File: src/rtl/prog_ram_loader.sv
// Writable 32x9 program store loaded over a valid/ready stream; 1-cycle registered fetch port.
// in_ready is high only in LOAD (one word per cycle); words offered in any other state are dropped.
module prog_ram_loader #(
  parameter int ADDR_W = 5,
  parameter int DATA_W = 9,
  parameter int DEPTH  = 32
) (
  input  logic              clk,
  input  logic              rst,
  input  logic              load_start,
  input  logic              in_valid,
  input  logic [DATA_W-1:0] in_data,
  input  logic              in_last,
  output logic              in_ready,
  input  logic [ADDR_W-1:0] rd_addr,
  output logic [DATA_W-1:0] rd_data,
  output logic              loading,
  output logic              loaded,
  output logic              load_err,
  output logic [ADDR_W:0]   word_count
);

  localparam logic [1:0] ST_IDLE = 2'd0;
  localparam logic [1:0] ST_LOAD = 2'd1;
  localparam logic [1:0] ST_DONE = 2'd2;
  localparam logic [1:0] ST_ERR  = 2'd3;

  localparam logic [ADDR_W:0] CNT_LAST = (ADDR_W+1)'(DEPTH - 1);

  logic [1:0]        state;
  logic [ADDR_W-1:0] wr_ptr;
  logic              xfer;
  logic [DATA_W-1:0] mem [DEPTH];

  assign in_ready = (state == ST_LOAD);
  assign loading  = (state == ST_LOAD);
  assign loaded   = (state == ST_DONE);
  assign load_err = (state == ST_ERR);
  assign xfer     = in_valid && in_ready;

  always_ff @(posedge clk or posedge rst) begin
    if (rst) begin
      state      <= ST_IDLE;
      wr_ptr     <= '0;
      word_count <= '0;
    end else begin
      case (state)
        ST_LOAD: begin
          if (xfer) begin
            wr_ptr     <= wr_ptr + ADDR_W'(1);
            word_count <= word_count + (ADDR_W+1)'(1);
            // The last-word flag wins over overflow: a full 32-word program is legal.
            if (in_last)
              state <= ST_DONE;
            else if (word_count == CNT_LAST)
              state <= ST_ERR;
          end
        end
        default: begin
          if (load_start) begin
            state      <= ST_LOAD;
            wr_ptr     <= '0;
            word_count <= '0;
          end
        end
      endcase
    end
  end

  // Memory has no reset so a loaded program survives a processor reset.
  always_ff @(posedge clk) begin
    if (xfer)
      mem[wr_ptr] <= in_data;
  end

  always_ff @(posedge clk or posedge rst) begin
    if (rst)
      rd_data <= '0;
    else
      rd_data <= mem[rd_addr];
  end

endmodule

File: config.mk
export PLATFORM = sky130hd
export DESIGN_NAME = prog_ram_loader
export DESIGN_NICKNAME = d
export VERILOG_FILES = /design/src/rtl/prog_ram_loader.sv
export SDC_FILE = /design/constraint.sdc
export NUM_CORES = 1
export LEC_CHECK = 0
export BUFFER_PORTS_ARGS = -buffer_cell sky130_fd_sc_hd__buf_2
export CAP_MARGIN = 20
export CORE_MARGIN = 2
export CORE_UTILIZATION = 45
export CTS_BUF_LIST = sky130_fd_sc_hd__clkbuf_8 sky130_fd_sc_hd__clkbuf_16
export CTS_CLUSTER_DIAMETER = 60
export DETAILED_ROUTE_END_ITERATION = 16
export PLACE_DENSITY = 0.59
export SETUP_SLACK_MARGIN = 0.5
export SLEW_MARGIN = 15
export SYNTH_ARGS = -nofsm -noshare
export SYNTH_HDL_FRONTEND = slang
export SYNTH_SLANG_ARGS = --single-unit
File: constraint.sdc
create_clock -name clk -period 2.2 [get_ports clk]
set_input_delay 0.11 -clock clk [delete_from_list [all_inputs] [get_ports clk]]
set_output_delay 0.11 -clock clk [all_outputs]
set_load 0.01 [all_outputs]
# After elaboration in Yosys (flattened, before gate mapping)

Memories as Yosys holds them, arrays and structs flattened. A register that Yosys moved wholly into a read port is not among the register bits.
Index checks and enable logic that the tools add are counted.

Add/subtract/negate cells: 2
Equal/unequal tests: 6
Mux-type cells: 13
Reduce and logical (&&, ||, !) cells: 4

Operators by type and width:

| operator                                                                 | number |
|---|---|
| 6-bit 2-to-1 mux                                                         | 3 |
| 5-bit 2-to-1 mux                                                         | 3 |
| 2-bit 2-to-1 mux                                                         | 5 |
| 6-bit by 1-bit adder with 6-bit output (second input constant)           | 1 |
| 6-bit by 5-bit equality test with 1-bit output (second input constant)   | 1 |
| 5-bit by 1-bit adder with 5-bit output (second input constant)           | 1 |
| 2-bit equality test (second input constant)                              | 2 |
| 3-bit by 2-bit inequality test with 1-bit output (second input constant) | 1 |
| 3-bit AND reduction                                                      | 1 |
| 2-bit by 1-bit equality test with 1-bit output (second input constant)   | 1 |
| 1-bit 2-to-1 mux                                                         | 2 |
| 2-bit by 1-bit inequality test with 1-bit output (second input constant) | 1 |
| 2-bit AND reduction                                                      | 1 |
| 2-bit nonzero test                                                       | 1 |
| 1-bit logical AND                                                        | 1 |

Register bits after elaboration: 13
Bits in writable memories: 288
Output and inout port bits: 19
Word-level logic and storage cells: 29
Memories: 1

Memories:

| memory | depth | width | read ports | clocked after Yosys merged registers in | write ports | RTL line | source |
|---|---|---|---|---|---|---|---|
| mem    | 32    | 9     | 1          | 1                                       | 1           | 33       | `logic [DATA_W-1:0] mem [DEPTH];` |

# Longest topological paths before layout

Word-level depth: 5
Depth in mapped cells: 5

# Worst setup path before layout

Ideal clock, no wire load.

Path type: flip-flop to flip-flop
From: reg state[0]
To: mem mem[10][0], enable pin
Library setup time: 0.374 ns
Arrival time: 1.563 ns
Setup slack: 0.263 ns
Cell stages (with the launch flop): 6
Buffers on the path: 2
Cell sequence: dfrtp_1 -> clkbuf_1 -> and3b_1 -> clkbuf_1 -> nand2_1 -> nor2_1

Cells in the longest elaborated chain, start to end: 4

RTL lines:

| element                                        | RTL line | source |
|---|---|---|
| from (decl)                                    | 30       | `logic [1:0] state;` |
| from (signal assigned)                         | 43       | `state <= ST_IDLE;` |
| from (signal assigned)                         | 54       | `state <= ST_DONE;` |
| from (signal assigned)                         | 56       | `state <= ST_ERR;` |
| 2-bit by 1-bit equality test with 1-bit output | 35       | `assign in_ready = (state == ST_LOAD);` |
| 1-bit logical AND                              | 39       | `assign xfer = in_valid && in_ready;` |
| 1-bit 2-to-1 mux                               | 72       | `if (xfer)` |
| 1-bit 2-to-1 mux (implied by the code)         | 73       | `mem[wr_ptr] <= in_data;` |
| to (decl)                                      | 33       |  |

No other way between the ends.

==> impl_results.md <==
- Worst hold path depth: 2
- Startpoint Class: register
- H-tree depth: 1
- Vias: 5,758
- Max_slew headroom: 53.43%
- CTS Root Cell: clkbuf_16
- Post-synth EDFFs: 288
- Core area: 26,130 µm²
- # diodes: 0
- Gr usage total: 19.71%
- Residual DRC: 2
- Final #Nets: 660
- Final hold violations: 0
- Dpl hpwl: 15,770 µm
- DIE WIDTH: 167.4 µm
- P_leak: 0.004748 µW
- RSZ-0062 raised after global routing: yes
- F_max: 549.7 MHz
- Worst-Skew Late Latency: 0.56 ns
- Ys async rst share: 7.097%
- Post-Layout Cell Count: 996
- GR Overflow Total: 0
- Crit path max-delay family: multiplexers
- Synth top area share: 72.02%
- Placement Setup Slack: 0.05430 ns
- Setup tns final: 0 ns
- Worst min path class: input pin to register
- Worst-path clk slew: 0.06 ns
- Row count: 59
- Drt total wl: 27,140 µm
- Ratio of cells with drive above 1 in the final layout: 42.06%
- Area contributors post-synth: edfxtp_1, mux4_2, dfrtp_1, nor2_1, mux2_2
- Net Count, Synth: 559
- FF+latch count, synth: 310
- Filler cells: 1,987
- Starting Density: 45.95%
- Routed Antenna Nets: 0
- WL/cell: 27.25 µm
- Num CTS Buffers: 31
- Routability Congestion: 0.7544
- Ys Warns: 0
- Slew at the pin closest to its max-slew limit: 0.6985 ns
- Largest net degree at the start of global routing: 33
- Bufs and invs on worst path: 0
- Synth Flop Type: edfxtp_1
- Max Cap Viol: 0
- P per Cell Area: 892.1 nW/µm²
- Maximum ir drop on the vdd rail: 0.0005713 V
- Largest area contributor in the netlist: edfxtp_1
- Hold Slack: 0.04335 ns
- Vias in the first global route: 6,022
- Crit. End Element: register
- CP max-delay cell: mux4_2
- CTS Sinks: 310
- CTS tree: built
- DR pass1 iterations: 10
- Max FO, Critical Path: 1
- Initial drt markers: 510
- Status: finished with violations
- FF-to-FF path depth: 3
- Synthesized instance count: 535
- Most frequent cell after synthesis: edfxtp_1
- Setup violators final: 0
- Tcrit/Tclk final: 82.69%
- Req. time, crit path: 2.64 ns
- Crit-path max cell delay: 0.55 ns
- Port bufs: 37
- Placed insts: 913
- Boundary Pins: 38
- Layout Skew: 0.01219 ns
- Multi-input gate area: 2904 µm²
- Min Tclk post-route: 1.819 ns
- CP most frequent cell: mux4_2
- CP Class: register to register
- Failing checks: DRC
- Vias per inst: 5.781
- Slew Viols, Final: 0
- Die Span Y: 167.4 µm
- P&R area growth vs syn: 21.15%
- Flop-to-flop setup slack: 0.38 ns
- Average size of a mapped cell: 22.44 µm²
- Synth Cell Area: 12,010 µm²
- Worst path cell trace: mux4_2 > mux4_2 > mux2_4
- CP arrival: 2.26 ns
- Yosys cell types: 30
- CP Depth: 3
- Post-synthesis sequential area ratio: 76.61%
- Initial antenna violation count: 1
- First-pass GRT wire length: 39,860 µm
- FF+latch area: 9204 µm²
- Die Area: 28,010 µm²
- Final setup margin: 0.3808 ns
- Clock Path Buffers: 3
- Post-synth top cells: edfxtp_1, mux4_2, nor2_1
sequential cells by signal, indices dropped and copies added (netlist names):
| name | cells |
|---|---|
| mem | 288 |
| rd_data | 9 |
| state | 2 |
| word_count | 6 |
| wr_ptr | 5 |
layout by cell type, fill, tap and decap left out, drive strengths merged, types with 2 or more instances in the layout:
cell and instances:
mux2 11, buf 91, dlygate4sd3 3, inv 22
nand3 4, edfxtp 288, or3 5, mux4 90
clkinv 6, ha 5, nor2 35, and2 2
a22o 2, nand2 7, o21ai 5, clkbuf 37
bufinv 2, nand3b 4, dfrtp 22, or3b 2
a21oi 8
cells by family (layout without fill, tap and decap cells):
group	after synthesis	after routing	synth area share [%]
XOR/XNOR	1	1	0.07295
flip-flops	310	310	76.61
buffers and inverters	36	162	1.448
AND/OR/NAND/NOR	64	64	2.553
adder cells (fa/ha/maj)	5	5	0.5210
AO/OA/AOI/OAI	18	18	0.8858
multiplexers	101	101	17.91
final timing paths:
path	from	to
setup / recovery	mem[15][3]	rd_data[3]
hold / removal	rd_addr[3]	rd_data[3]
setup reg to reg	mem[15][3]	rd_data[3]
hold reg to reg	word_count[1]	word_count[1]
max in group asynchronous	rst	wr_ptr[2]
min in group asynchronous	rst	state[1]
metrics by stage:
stage | total power (µW) | cell area [µm²] | utilization (%)
6_report | 12980 | 14550 | 55.67
5_1_grt | 13410 | 14550 | 55.67
4_1_cts | 13030 | 14460 | 55.33
3_5_place_dp | 7959 | 13160 | 50.37
3_3_place_gp | 7922 | 13160 | 50.37
2_1_floorplan | 7576 | 12340 | -
layer usage:
layer	vias to the layer above	part of all wire, %	track usage [%]
met1	3089	42	27.77
met3	29	7.1	3.474
met4	0	1.2	3.894
met5	-	0	0
li1	2442	-	-
met2	198	50	32.96
cell type report:
type	count	area share, %
flip-flops and latches	310	63.27
clock buffers	35	5.711
repair buffers	96	6.863
multi-input cells	189	19.96
inverters	8	0.2236
clock inverters	23	1.092
well taps	335	2.881
report_power, final:
part	switching [µW]	internal, µW
clock network	2100	2920
logic	677	528
registers	122	6630
total	2900	10100
worst reg2reg max path, cell delays in order, from the launching register on:
cell,delay (ns)
edfxtp_1,0.38
mux4_2,0.50
mux4_2,0.55
mux2_4,0.29
repair_timing:
item	CTS	global route
pin swaps	12	1
endpoints found under the setup margin	261	183
setup buffers	18	2
hold endpoints to repair	24	0
cloned	0	2
hold buffers	3	0
gates resized for setup	7	15
Note: power is estimated with default switching activity, not from simulation.
